--- src/rtl/mem_port_arbiter_if.sv ---
// Request/response and byte-RAM signals shared between the two requesters, the arbiter and the RAM.
// The slave modport is the arbiter's view; master is the requester/RAM side.
interface mem_port_arbiter_if;
   logic        if_req;
   logic [31:0] if_addr;
   logic        if_ack;
   logic [31:0] if_rdata;
   logic        mem_req;
   logic        mem_we;
   logic [1:0]  mem_size;
   logic [31:0] mem_addr;
   logic [31:0] mem_wdata;
   logic        mem_ack;
   logic [31:0] mem_rdata;
   logic        mem_err;
   logic        ram_en;
   logic        ram_we;
   logic [7:0]  ram_addr;
   logic [7:0]  ram_wdata;
   logic [7:0]  ram_rdata;
   logic        busy;

   modport slave (
      input  if_req, if_addr, mem_req, mem_we, mem_size, mem_addr, mem_wdata, ram_rdata,
      output if_ack, if_rdata, mem_ack, mem_rdata, mem_err,
      output ram_en, ram_we, ram_addr, ram_wdata, busy
   );

   modport master (
      output if_req, if_addr, mem_req, mem_we, mem_size, mem_addr, mem_wdata, ram_rdata,
      input  if_ack, if_rdata, mem_ack, mem_rdata, mem_err,
      input  ram_en, ram_we, ram_addr, ram_wdata, busy
   );
endinterface

--- src/rtl/mem_port_arbiter.sv ---
// Arbitrates fetch and data requests onto a 256x8 byte RAM, one big-endian byte beat per cycle.
// Grant-to-ack is N+1 cycles (1 for rejected accesses); requesters hold req until their ack pulse.
module mem_port_arbiter #(
   parameter int STARVE_LIMIT = 3
) (
   input logic              clk,
   input logic              reset_n,
   mem_port_arbiter_if.slave bus
);

   localparam int CW = (STARVE_LIMIT < 1) ? 1 : $clog2(STARVE_LIMIT + 1);
   localparam logic [CW-1:0] LIMIT = CW'(STARVE_LIMIT);

   typedef enum logic [1:0] {IDLE, BEAT, DONE} state_t;

   state_t        state, state_nxt;
   logic          owner_if;
   logic [7:0]    base;
   logic [1:0]    last;
   logic [1:0]    k;
   logic          we_q;
   logic          err_q;
   logic [31:0]   wdata_q;
   logic [31:0]   asm_q;
   logic [CW-1:0] cnt;

   logic          grant;
   logic          pick_if;
   logic          mem_bad;
   logic [1:0]    idx;
   logic          unused_addr;

   assign unused_addr = ^{bus.if_addr[31:8], bus.if_addr[1:0], bus.mem_addr[31:8]};

   assign grant   = bus.if_req || bus.mem_req;
   assign pick_if = bus.if_req && (!bus.mem_req || (cnt == LIMIT));
   assign mem_bad = (bus.mem_size == 2'b11) ||
                    ((bus.mem_size == 2'b01) && bus.mem_addr[0]) ||
                    ((bus.mem_size == 2'b10) && (bus.mem_addr[1:0] != 2'b00));
   // Beat k carries byte (last-k), so the first beat moves the most significant byte.
   assign idx = last - k;

   always_ff @(posedge clk or negedge reset_n) begin
      if (!reset_n) begin
         state <= IDLE;
      end else begin
         state <= state_nxt;
      end
   end

   always_comb begin
      state_nxt     = state;
      bus.ram_en    = 1'b0;
      bus.ram_we    = 1'b0;
      bus.ram_addr  = 8'h00;
      bus.ram_wdata = 8'h00;
      bus.if_ack    = 1'b0;
      bus.if_rdata  = 32'h0;
      bus.mem_ack   = 1'b0;
      bus.mem_err   = 1'b0;
      bus.mem_rdata = 32'h0;
      bus.busy      = (state != IDLE);
      case (state)
         IDLE: begin
            if (grant) begin
               state_nxt = (!pick_if && mem_bad) ? DONE : BEAT;
            end
         end
         BEAT: begin
            bus.ram_en   = 1'b1;
            bus.ram_we   = we_q;
            bus.ram_addr = base + {6'b0, k};
            case (idx)
               2'd0:    bus.ram_wdata = wdata_q[7:0];
               2'd1:    bus.ram_wdata = wdata_q[15:8];
               2'd2:    bus.ram_wdata = wdata_q[23:16];
               default: bus.ram_wdata = wdata_q[31:24];
            endcase
            if (k == last) begin
               state_nxt = DONE;
            end
         end
         DONE: begin
            if (owner_if) begin
               bus.if_ack   = 1'b1;
               bus.if_rdata = asm_q;
            end else begin
               bus.mem_ack   = 1'b1;
               bus.mem_err   = err_q;
               bus.mem_rdata = err_q ? 32'h0 : asm_q;
            end
            state_nxt = IDLE;
         end
         default: state_nxt = IDLE;
      endcase
   end

   always_ff @(posedge clk or negedge reset_n) begin
      if (!reset_n) begin
         owner_if <= 1'b0;
         base     <= 8'h00;
         last     <= 2'd0;
         k        <= 2'd0;
         we_q     <= 1'b0;
         err_q    <= 1'b0;
         wdata_q  <= 32'h0;
         asm_q    <= 32'h0;
         cnt      <= '0;
      end else begin
         case (state)
            IDLE: begin
               if (grant) begin
                  k     <= 2'd0;
                  asm_q <= 32'h0;
                  if (pick_if) begin
                     // Fetches are always whole words; low address bits are dropped, never flagged.
                     owner_if <= 1'b1;
                     base     <= {bus.if_addr[7:2], 2'b00};
                     last     <= 2'd3;
                     we_q     <= 1'b0;
                     err_q    <= 1'b0;
                     wdata_q  <= 32'h0;
                     cnt      <= '0;
                  end else begin
                     owner_if <= 1'b0;
                     base     <= bus.mem_addr[7:0];
                     case (bus.mem_size)
                        2'b00:   last <= 2'd0;
                        2'b01:   last <= 2'd1;
                        default: last <= 2'd3;
                     endcase
                     we_q     <= bus.mem_we;
                     err_q    <= mem_bad;
                     wdata_q  <= bus.mem_wdata;
                     cnt      <= (cnt == LIMIT) ? cnt : cnt + 1'b1;
                  end
               end
            end
            BEAT: begin
               if (!we_q) begin
                  asm_q <= {asm_q[23:0], bus.ram_rdata};
               end
               k <= k + 2'd1;
            end
            default: ;
         endcase
      end
   end

endmodule

--- src/flat_wrapper.sv ---
// flat-port wrapper written by rule: the top's interface ports become plain ports
module mem_port_arbiter_flat 
#(
   parameter int STARVE_LIMIT = 3
)
  (clk, reset_n, bus_if_req, bus_if_addr, bus_mem_req, bus_mem_we, bus_mem_size, bus_mem_addr, bus_mem_wdata, bus_ram_rdata, bus_if_ack, bus_if_rdata, bus_mem_ack, bus_mem_rdata, bus_mem_err, bus_ram_en, bus_ram_we, bus_ram_addr, bus_ram_wdata, bus_busy);
  mem_port_arbiter_if bus_i ();
  input logic clk;
  input logic reset_n;
  input wire logic [$bits(bus_i.if_req)-1:0] bus_if_req;
  input wire logic [$bits(bus_i.if_addr)-1:0] bus_if_addr;
  input wire logic [$bits(bus_i.mem_req)-1:0] bus_mem_req;
  input wire logic [$bits(bus_i.mem_we)-1:0] bus_mem_we;
  input wire logic [$bits(bus_i.mem_size)-1:0] bus_mem_size;
  input wire logic [$bits(bus_i.mem_addr)-1:0] bus_mem_addr;
  input wire logic [$bits(bus_i.mem_wdata)-1:0] bus_mem_wdata;
  input wire logic [$bits(bus_i.ram_rdata)-1:0] bus_ram_rdata;
  output wire logic [$bits(bus_i.if_ack)-1:0] bus_if_ack;
  output wire logic [$bits(bus_i.if_rdata)-1:0] bus_if_rdata;
  output wire logic [$bits(bus_i.mem_ack)-1:0] bus_mem_ack;
  output wire logic [$bits(bus_i.mem_rdata)-1:0] bus_mem_rdata;
  output wire logic [$bits(bus_i.mem_err)-1:0] bus_mem_err;
  output wire logic [$bits(bus_i.ram_en)-1:0] bus_ram_en;
  output wire logic [$bits(bus_i.ram_we)-1:0] bus_ram_we;
  output wire logic [$bits(bus_i.ram_addr)-1:0] bus_ram_addr;
  output wire logic [$bits(bus_i.ram_wdata)-1:0] bus_ram_wdata;
  output wire logic [$bits(bus_i.busy)-1:0] bus_busy;
  assign bus_i.if_req = bus_if_req;
  assign bus_i.if_addr = bus_if_addr;
  assign bus_i.mem_req = bus_mem_req;
  assign bus_i.mem_we = bus_mem_we;
  assign bus_i.mem_size = bus_mem_size;
  assign bus_i.mem_addr = bus_mem_addr;
  assign bus_i.mem_wdata = bus_mem_wdata;
  assign bus_i.ram_rdata = bus_ram_rdata;
  assign bus_if_ack = bus_i.if_ack;
  assign bus_if_rdata = bus_i.if_rdata;
  assign bus_mem_ack = bus_i.mem_ack;
  assign bus_mem_rdata = bus_i.mem_rdata;
  assign bus_mem_err = bus_i.mem_err;
  assign bus_ram_en = bus_i.ram_en;
  assign bus_ram_we = bus_i.ram_we;
  assign bus_ram_addr = bus_i.ram_addr;
  assign bus_ram_wdata = bus_i.ram_wdata;
  assign bus_busy = bus_i.busy;
  mem_port_arbiter #(.STARVE_LIMIT(STARVE_LIMIT)) u_core (.clk(clk), .reset_n(reset_n), .bus(bus_i));
endmodule
--- config.mk ---
export PLATFORM = sky130hd
export DESIGN_NAME = mem_port_arbiter_flat
export DESIGN_NICKNAME = d
export VERILOG_FILES = /design/src/rtl/mem_port_arbiter_if.sv /design/src/rtl/mem_port_arbiter.sv /design/src/flat_wrapper.sv
export SDC_FILE = /design/constraint.sdc
export NUM_CORES = 1
export LEC_CHECK = 0
export ABC_CLOCK_PERIOD_IN_PS = 5900
export CORE_MARGIN = 5
export CORE_UTILIZATION = 35
export CTS_BUF_LIST = sky130_fd_sc_hd__clkbuf_8
export DETAILED_ROUTE_END_ITERATION = 12
export PLACE_DENSITY = 0.72
export SYNTH_ARGS = -nofsm -noshare
export SYNTH_HDL_FRONTEND = slang
export SYNTH_SLANG_ARGS = --single-unit
--- constraint.sdc ---
create_clock -name clk -period 5.9 [get_ports clk]
set_input_delay 0.59 -clock clk [delete_from_list [all_inputs] [get_ports clk]]
set_output_delay 0.59 -clock clk [all_outputs]
set_load 0.01 [all_outputs]
# Word level (Yosys, flattened, before mapping)
# Index checks and enable logic that the tools add are counted.
[classes]
reduce_logical = 21
n_mux = 34
add_sub_neg = 4
eq_ne = 13
[ops]
columns = ["op", "n"]
rows = [
  ["$mux 32", 8],
  ["$pmux 32 s2", 1],
  ["$mux 8", 3],
  ["$pmux 8 s3", 1],
  ["$mux 2", 7],
  ["$pmux 2 s2", 3],
  ["$mux 1", 11],
  ["$eq 2x2->1 const B", 5],
  ["$add 8x2->8", 1],
  ["$eq 2x1->1 const B", 3],
  ["$logic_not 2->1", 3],
  ["$ne 2x1->1 const B", 3],
  ["$reduce_and 2->1", 3],
  ["$reduce_and 3->1", 2],
  ["$reduce_bool 2->1", 3],
  ["$add 2x1->2 const B", 2],
  ["$logic_and 1x1->1", 4],
  ["$logic_or 1x1->1", 4],
  ["$eq 2x2->1", 1],
  ["$logic_not 1->1", 2],
  ["$ne 2x2->1 const B", 1],
  ["$sub 2x2->2", 1],
]
[word_totals]
word_cells = 82
ff_bits = 83
inputBits = 111

# Logic depth before layout (Yosys ltp)
[depth]
word_depth = 8
mapped_depth = 8
ltp_nobuf = 6

# Worst setup path after synthesis
# No wires, ideal clock.
[synth_path]
path_type = "register -> output"
startpoint = "register u_core.k[0]"
endpoint = "output bus_ram_wdata[1]"
arrival_ns = 1.793
stages_incl_launch_ff = 7
setup_slack_ns = 3.517
path_buffers = 2
cell_sequence = "dfrtp_1 ha_1 clkbuf_8 xnor3_1 buf_6 mux4_2 and2_1"
[synth_via]
elab_chain_cells = 4
word_cells_on_any_way = 6
classes_between = "add/sub (1); eq/ne (2); mux (2); reduce/logical (1)"
[synth_lines]
columns = ["element", "line_no", "rtl"]
rows = [
  ["from (decl)", "mem_port_arbiter.sv:20", "logic [1:0] k;"],
  ["from (signal assigned)", "mem_port_arbiter.sv:143", "k <= k + 2'd1;"],
  ["$sub 2x2->2 *", "mem_port_arbiter.sv:41", "assign idx = last - k;"],
  ["$eq 2x2->1 (tied with other cells)", "mem_port_arbiter.sv:73", "case (idx)"],
  ["$pmux 8 s3 *", "mem_port_arbiter.sv:73", ""],
  ["$mux 8 *", "mem_port_arbiter.sv:63", "case (state)"],
  ["to (decl)", "flat_wrapper.sv:26", "output wire logic [$bits(bus_i.ram_wdata)-1:0] bus_ram_wdata;"],
]
# Mark *: on every way between the ends. The rest lies on a longest branch, timed or not.

# Worst setup path in the final report
# Ends and elaborated chain as after synthesis.

==> summary.txt <==
Status
  • Outcome: complete, no violations

Global routing
  • Total GRT Usage: 15.5%
  • Initial antenna violation count: 0
  • GRT Residual Overflow: 0
  • Largest net degree at the start of global routing: 84
  • First-pass GRT wire length: 17.7 mm
  • Vias in the first global route: between 3000 and 4000

Power
  • Leak Pwr: between 2 and 3 nW
  • PwrDens: 435 mW/mm²
  • Worst VDD drop: 199 µV

Timing
  • Max-slew violations: 0
  • Setup TNS: 0 ps
  • Worst hold slack: 405 ps
  • Fin crit share: between 60% and 70%
  • Fmax achieved: roughly 270 MHz
  • RSZ-0062 raised after global routing: no
  • Final hold viol count: 0
  • Max transition margin: 18.3%
  • # setup viols final: 0
  • Worst Skew: 7.18 ps
  • Worst-margin pin slew: 1220 ps
  • Fin crit period: 3710 ps
  • Final Worst Setup Slack: 2190 ps

Floorplanning
  • IO Count: 197
  • Die outline width: 119 µm
  • Initial Util: 35.9%
  • Die footprint: 0.0141 mm²
  • Num rows: 39
  • Core area: around 0.012 mm²
  • DIE HEIGHT: 119 µm

Final layout
  • Finished Core Util: 51.0%
  • Share of layout cells above drive strength 1: 5.89%
  • Layout area overhead: 41.9%
  • Antenna Cells: 0
  • Post-route cell area: 0.00587 mm²
  • Nets: 620
  • # fillers: 1070

Job
  • Max cap viols: 0

Routing
  • DR WL/cell: 16.4 µm
  • Drt first pass iters: 4
  • Drt first-iter violations: 110
  • DRC viols: 0
  • Final WL: roughly 11 mm
  • DR vias/cell: 5.10
  • Vias: 3327
  • Post-route ant nets: 0

Critical path
  • R2R Path Start: u_core.state[0]$_DFFE_PN0P_
  • Crit path kind: reg -> out
  • CP startpoint kind: flip-flop
  • Worst path arrival time: 3120 ps
  • Worst-path fanout max: 10
  • R2r worst-path depth: 3
  • Critical path required time: 5310 ps
  • R2r endpoint: u_core.asm_q[1]$_DFFE_PN0P_
  • Worst reg-to-reg setup slack: 3910 ps
  • Type of destination of the critical path: primary output

Logic synthesis
  • Fraction of registers with async set/reset: 100%
  • Syn Area/Cell: 11.0 µm²
  • Mapped Cells: 375
  • Post-synth EDFFs: 0
  • Net Count, Synth: about 490
  • Synthesized area: about 0.0041 mm²
  • Yosys Warn Count: 0
  • Most common cell in the netlist: dfrtp_1
  • Synth Register Bits: 83
  • Synth cell count leaders: dfrtp_1 (83), and2_1 (72), a22o_1 (67)
  • Top cells by area, synth: dfrtp_1 (50%), a22o_1 (14%), and2_1 (11%)
  • Yosys top cell by area: dfrtp_1
  • Predominant post-synthesis flop cell: dfrtp_1
  • Yosys top cell area share: ~50%
  • Sequential element share of the synthesized area: 50.2%
  • Distinct cells, synth: 38

Clock tree
  • Skew-Pair Late Insertion Delay: around 350 ps
  • CTS tree: yes
  • # resized after CTS: 0
  • Clock Pin Slew Worst Setup and Hold Paths: 90 ps
  • CTS Root Cell: clkbuf_8
  • # H-tree levels: 3
  • Clock Sinks: between 80 and 90
  • Number of buffers created by CTS: 9
  • Setup Buffers After CTS: 0
  • Hold bufs inserted after CTS: 0
  • Clock Path Buffers: 2

Place
  • DP Worst Slack: 2530 ps
  • Hpwl dp: 7.72 mm
  • Gp weighted congestion: 0.798
  • Placed cell areas: between 0.005 and 0.006 mm²
  • PortBufs: 146

Hold path
  • Worst min-delay path class: in -> async
==> registers in the layout (all words and copies together) (netlist names) <==
register / count
u_core.k: 2
u_core.we_q: 1
u_core.err_q: 1
u_core.asm_q: 32
u_core.state: 2
u_core.cnt: 2
u_core.wdata_q: 32
u_core.base: 8
u_core.owner_if: 1
u_core.last: 2
==> power by group <==
part	internal, mW	switching [mW]	total (mW)
Clock	0.199	0.216	0.415
Sequential	0.789	0.194	0.983
Combinational	0.580	0.577	1.16
==> cells in the final DEF (no fill, tap or decap), types with 4 or more instances in the layout <==
cell | synthesis | layout
a22o_1 | 67 | 67
o21ai_0 | 17 | 17
a21oi_1 | 6 | 6
ha_1 | 4 | 4
nor2_1 | 13 | 12
mux2i_1 | 15 | 15
and2_1 | 72 | 72
mux4_2 | 4 | 4
or2_2 | 4 | 4
nand2_1 | 16 | 16
inv_1 | 4 | 5
clkbuf_8 | 1 | 9
dfrtp_1 | 83 | 83
o311ai_0 | 4 | 4
xor2_1 | 4 | 4
buf_4 | 0 | 4
clkdlybuf4s50_1 | 0 | 145
==> cells by family after synthesis <==
logic type	count (synthesis)	synth area share [%]
fa+ha+maj	5	1.69
compound gates	102	19.4
flops	83	50.2
xor+xnor	8	2.03
buf+inv	35	3.87
mux	20	6.08
simple gates	122	16.7
==> per-stage QoR <==
| step | cells | total power, mW |
|---|---|---|
| 6_report | 652 | 2.56 |
| 5_1_grt | 652 | 2.76 |
| 4_1_cts | 652 | 2.59 |
| 3_5_place_dp | 636 | 2.17 |
| 3_3_place_gp | 636 | 2.13 |
| 2_1_floorplan | 375 | 1.75 |
==> critical path, cell delays in order (launching register included) <==
cell and delay (ps):
dfrtp_1 470, ha_1 490, xnor3_1 590, mux4_2 560, and2_1 180, clkdlybuf4s50_1 480
==> layout make-up <==
class | count | area (µm²) | share of cell area (%)
Timing Repair Buffer | 149 | 1480 | 25.2
Tap cell | 143 | 179 | 3.05
Multi-Input combinational cell | 257 | 1910 | 32.6
Clock inverter | 7 | 78.8 | 1.34
Inverter | 4 | 15.0 | 0.256
Sequential cell | 83 | 2080 | 35.4
Clock buffer | 9 | 124 | 2.11
==> routing by layer <==
metal / GRT usage, % / vias up / part of all wire, %
li1: - / 1606 / -
met1: 19.1 / 1612 / 43
met2: 26.1 / 93 / 49
met3: 4.30 / 16 / 5.5
met4: 5.58 / 0 / 2.1
met5: 0 / - / 0
==> how the worst max path moves through the flow <==
stage	depth (start not counted)	to	startpoint
floorplan	6	bus_ram_wdata[1]	u_core.k[0]$_DFFE_PN0P_
global placement	5	bus_ram_wdata[1]	u_core.k[0]$_DFFE_PN0P_
detailed placement	5	bus_ram_wdata[7]	u_core.k[0]$_DFFE_PN0P_
CTS	5	bus_ram_wdata[1]	u_core.k[0]$_DFFE_PN0P_
global route	6	bus_ram_wdata[0]	u_core.k[0]$_DFFE_PN0P_
finish	5	bus_ram_wdata[1]	u_core.k[0]$_DFFE_PN0P_
Power figures use the tool's default switching activity.
==> patch 1, RTL diff (same flow settings) <==
Re-encode `state_t` (3 states) as one-hot, 3 bits wide.
--- a/src/rtl/mem_port_arbiter.sv
+++ b/src/rtl/mem_port_arbiter.sv
@@ -11,7 +11,7 @@
    localparam int CW = (STARVE_LIMIT < 1) ? 1 : $clog2(STARVE_LIMIT + 1);
    localparam logic [CW-1:0] LIMIT = CW'(STARVE_LIMIT);
 
-   typedef enum logic [1:0] {IDLE, BEAT, DONE} state_t;
+   typedef enum logic [2:0] {IDLE = 3'b001, BEAT = 3'b010, DONE = 3'b100} state_t;
 
    state_t        state, state_nxt;
    logic          owner_if;
Check against the original RTL: same outputs for any inputs over 10 cycles, from zero or initial values and one cycle with reset_n low; not proved beyond that.
==> patch 1 against the unedited design <==
Cell count is the same. Area after synthesis grew 0.73%. Sequential cell count grew 1. Combinational power shrank 33%. Clock skew grew 0.0071 ns. Count of clock-buffer cells in the layout is the same. Wire length shrank 0.33%. Via count shrank 0.60%. Worst setup slack gained 0.24 ns. Cell area grew 1.3%. Sequential share of layout area is essentially flat. Critical path type unchanged. Total power shrank 18%.
==> patch 1: results (changes against the unedited design) <==
<table>
<tr><th>Metric</th><th>Value</th></tr>
<tr><th colspan="2">Worst setup path</th></tr>
<tr><td>Kind of cell with the highest combined delay on the critical path</td><td>buffers and inverters (was XOR/XNOR gates)</td></tr>
<tr><td>Setup crit start</td><td>u_core.state[1] (was u_core.k[0])</td></tr>
<tr><td>CP Max Fanout</td><td>24 (was 10)</td></tr>
<tr><td>Register-to-Register Setup Slack</td><td>3.63 ns (was 3.91 ns)</td></tr>
<tr><td>Crit-path slowest cell</td><td>sky130_fd_sc_hd__inv_1 (was sky130_fd_sc_hd__xnor3_1)</td></tr>
<tr><td>End of the worst register-to-register path</td><td>u_core.wdata_q[11] (was u_core.asm_q[1])</td></tr>
<tr><td>Worst Path Arrival</td><td>2.89 ns (was 3.12 ns)</td></tr>
<tr><td>Worst Reg2Reg Path Length in Cells</td><td>4 (was 3)</td></tr>
<tr><td>Origin of the critical flop-to-flop path</td><td>u_core.state[0] (unchanged)</td></tr>
<tr><th colspan="2">Routing</th></tr>
<tr><td>Wire length per cell</td><td>16.4 um (about the same)</td></tr>
<tr><td>Drt initial violations</td><td>194 (was 110)</td></tr>
<tr><td>Routed via count divided by cell count</td><td>5.07 (was 5.10)</td></tr>
<tr><th colspan="2">Layout</th></tr>
<tr><td>Share of post-route cells with drive strength above 1</td><td>0.0629 (was 0.0589)</td></tr>
<tr><th colspan="2">Place</th></tr>
<tr><td>Pre-CTS setup slack</td><td>2.78 ns (was 2.53 ns)</td></tr>
<tr><td>Post-DP HPWL</td><td>7.94 mm (was 7.72 mm)</td></tr>
<tr><th colspan="2">Synthesis</th></tr>
<tr><td>Number of distinct library cell variants in the gate-level netlist after synthesis</td><td>43 (was 38)</td></tr>
<tr><td>Total nets after synthesis</td><td>483 (was 491)</td></tr>
<tr><td>Portion of the post-synthesis area used by sequential elements</td><td>0.505 (was 0.502)</td></tr>
<tr><th colspan="2">STA</th></tr>
<tr><td>Post-Route Hold Slack</td><td>0.415 ns (was 0.405 ns)</td></tr>
<tr><td>Min setup slack post-route</td><td>2.42 ns (was 2.19 ns)</td></tr>
<tr><td>Setup Skew</td><td>0.0142 ns (was 0.00718 ns)</td></tr>
<tr><th colspan="2">Pwr</th></tr>
<tr><td>VDD IR max</td><td>0.000188 V (was 0.000199 V)</td></tr>
<tr><td>Pwr dens</td><td>350 nW/um^2 (was 435 nW/um^2)</td></tr>
<tr><td>Leakage power of the design</td><td>2.62 nW (was 2.54 nW)</td></tr>
<tr><td>P_sw</td><td>0.000738 W (was 0.000987 W)</td></tr>
<tr><th colspan="2">GRT</th></tr>
<tr><td>Via count of the first global-routing pass</td><td>3339 (was 3463)</td></tr>
<tr><td>Tot GR Track Use</td><td>0.151 (was 0.155)</td></tr>
<tr><td>Global-route wire length before repair</td><td>17.4 mm (was 17.7 mm)</td></tr>
<tr><th colspan="2">Run status</th></tr>
<tr><td>Run status</td><td>completed (unchanged)</td></tr>
</table>
[patch 1: changes by cell type after synthesis, moves of 3 or more]
cell | before | now
sky130_fd_sc_hd__o311ai_0 | 4 | 0
sky130_fd_sc_hd__a21oi_1 | 6 | 1
sky130_fd_sc_hd__a22o_1 | 67 | 56
sky130_fd_sc_hd__inv_1 | 4 | 11
sky130_fd_sc_hd__and2_1 | 72 | 76
sky130_fd_sc_hd__or2_2 | 4 | 0
sky130_fd_sc_hd__clkbuf_1 | 25 | 13
sky130_fd_sc_hd__nand2_1 | 16 | 25
sky130_fd_sc_hd__o21ai_0 | 17 | 10
sky130_fd_sc_hd__mux4_2 | 4 | 1
sky130_fd_sc_hd__buf_2 | 3 | 10
sky130_fd_sc_hd__mux4_1 | 0 | 7
[patch 1: layer usage]
metal | global-route usage | vias up | routed length, um
li1 | - | 1569 | -
met1 | 0.196 | 1597 | 4810
met2 | 0.235 | 134 | 4750
met3 | 0.0569 | 7 | 1010
met4 | 0.0449 | 0 | 113
met5 | 0 | - | 0
[patch 1: cell type report]
cell class / count / area, sq um / area share
Clock inverter: 7 / 75.1 / 0.0126
Tap cell: 143 / 179 / 0.0301
Clock buffer: 9 / 124 / 0.0208
Multi-Input combinational cell: 248 / 1940 / 0.325
Timing Repair Buffer: 150 / 1490 / 0.250
Sequential cell: 84 / 2100 / 0.354
Inverter: 11 / 41.3 / 0.00694
[patch 1: logic make-up after synthesis]
| logic type | count (synthesis) | synth area share |
|---|---|---|
| simple gates | 134 | 0.181 |
| flops | 84 | 0.505 |
| compound gates | 75 | 0.146 |
| buf+inv | 35 | 0.0345 |
| mux | 25 | 0.0913 |
| xor+xnor | 9 | 0.0252 |
| fa+ha+maj | 5 | 0.0168 |
==> patch 2, RTL diff (same settings) <==
Made on the original files. `STARVE_LIMIT` is set to 3 in 2 places; all go to 6.
--- a/src/rtl/mem_port_arbiter.sv
+++ b/src/rtl/mem_port_arbiter.sv
@@ -1,7 +1,7 @@
 // Arbitrates fetch and data requests onto a 256x8 byte RAM, one big-endian byte beat per cycle.
 // Grant-to-ack is N+1 cycles (1 for rejected accesses); requesters hold req until their ack pulse.
 module mem_port_arbiter #(
-   parameter int STARVE_LIMIT = 3
+   parameter int STARVE_LIMIT = 6
 ) (
    input logic              clk,
    input logic              reset_n,
--- a/src/flat_wrapper.sv
+++ b/src/flat_wrapper.sv
@@ -1,7 +1,7 @@
 // flat-port wrapper written by rule: the top's interface ports become plain ports
 module mem_port_arbiter_flat 
 #(
-   parameter int STARVE_LIMIT = 3
+   parameter int STARVE_LIMIT = 6
 )
   (clk, reset_n, bus_if_req, bus_if_addr, bus_mem_req, bus_mem_we, bus_mem_size, bus_mem_addr, bus_mem_wdata, bus_ram_rdata, bus_if_ack, bus_if_rdata, bus_mem_ack, bus_mem_rdata, bus_mem_err, bus_ram_en, bus_ram_we, bus_ram_addr, bus_ram_wdata, bus_busy);
   mem_port_arbiter_if bus_i ();
Check against the original RTL: not equivalent (Yosys sat finds a counterexample within 10 cycles, from zero or initial values and one cycle with reset_n low).
==> patch 2 against the unedited design <==
First-iteration DRC count grew 73%. Cell area grew 0.38%. Worst setup slack gained 0.15 ns. Area after synthesis grew 0.18%. Sequential cell count grew 1. Wire length grew 5.0%. Total power grew 2.4%. Cell count shrank 0.46%.
==> patch 2: results (changes against the unedited design) <==
<table>
<tr><th>Metric</th><th>Value</th></tr>
<tr><th colspan="2">Pwr</th></tr>
<tr><td>Clk pwr share</td><td>0.160 (was 0.163)</td></tr>
<tr><td>Leakage power of the design</td><td>2.51 nW (was 2.54 nW)</td></tr>
<tr><td>Pwr dens</td><td>444 nW/um^2 (was 435 nW/um^2)</td></tr>
<tr><th colspan="2">Worst setup path</th></tr>
<tr><td>Setup crit start</td><td>u_core.state[1] (was u_core.k[0])</td></tr>
<tr><td>Register-to-Register Setup Slack</td><td>3.86 ns (was 3.91 ns)</td></tr>
<tr><td>End of the worst register-to-register path</td><td>u_core.asm_q[6] (was u_core.asm_q[1])</td></tr>
<tr><td>Worst Path Arrival</td><td>2.97 ns (was 3.12 ns)</td></tr>
<tr><td>Last element of the critical path</td><td>bus_mem_rdata[6] (was bus_ram_wdata[1])</td></tr>
<tr><td>Delay contributed by the slowest stage of the critical path</td><td>0.86 ns (was 0.59 ns)</td></tr>
<tr><th colspan="2">STA</th></tr>
<tr><td>Max-slew headroom</td><td>0.293 (was 0.183)</td></tr>
<tr><td>Post-route clock period utilization</td><td>0.604 (was 0.629)</td></tr>
<tr><th colspan="2">Synthesis</th></tr>
<tr><td>Most frequent cells after synthesis</td><td>84 x sky130_fd_sc_hd__dfrtp_1, 77 x sky130_fd_sc_hd__and2_1, 67 x sky130_fd_sc_hd__a22o_1 (was 83 x sky130_fd_sc_hd__dfrtp_1, 72 x sky130_fd_sc_hd__and2_1, 67 x sky130_fd_sc_hd__a22o_1)</td></tr>
<tr><td>Compound-gate portion of the synthesized area</td><td>0.210 (was 0.194)</td></tr>
<tr><td>Adder and majority gate portion of the synthesized area</td><td>0.0199 (was 0.0169)</td></tr>
<tr><td>Total nets after synthesis</td><td>487 (was 491)</td></tr>
<tr><th colspan="2">Layout</th></tr>
<tr><td># nets final</td><td>618 (was 620)</td></tr>
<tr><th colspan="2">Place</th></tr>
<tr><td>Final RePlAce weighted congestion</td><td>0.822 (was 0.798)</td></tr>
<tr><td>Total instance count after detailed placement</td><td>633 (was 636)</td></tr>
<tr><th colspan="2">Run status</th></tr>
<tr><td>Run status</td><td>completed (unchanged)</td></tr>
<tr><th colspan="2">Routing</th></tr>
<tr><td>Drt initial violations</td><td>190 (was 110)</td></tr>
</table>
## patch 2: cell types whose count changed after synthesis, moves of 6 or more
cell / change
sky130_fd_sc_hd__nor2_1: -8
sky130_fd_sc_hd__a31oi_1: +6
sky130_fd_sc_hd__mux2i_1: -14
sky130_fd_sc_hd__nand2_1: -13
sky130_fd_sc_hd__nand3_1: +9
sky130_fd_sc_hd__a21oi_1: +7
## patch 2: final cells by class
cell class | count | area, sq um | area share
Timing Repair Buffer | 149 | 1480 | 0.251
Multi-Input combinational cell | 248 | 1900 | 0.322
Sequential cell | 84 | 2100 | 0.357
Inverter | 9 | 33.8 | 0.00573
Clock inverter | 6 | 62.6 | 0.0106
Clock buffer | 10 | 138 | 0.0234
Tap cell | 143 | 179 | 0.0304
## patch 2: layer usage
layer  routed length, um  global-route usage
met1                5040               0.225
met2                5270               0.246
met3                 868              0.0531
met4                  69              0.0362
met5                   0                   0
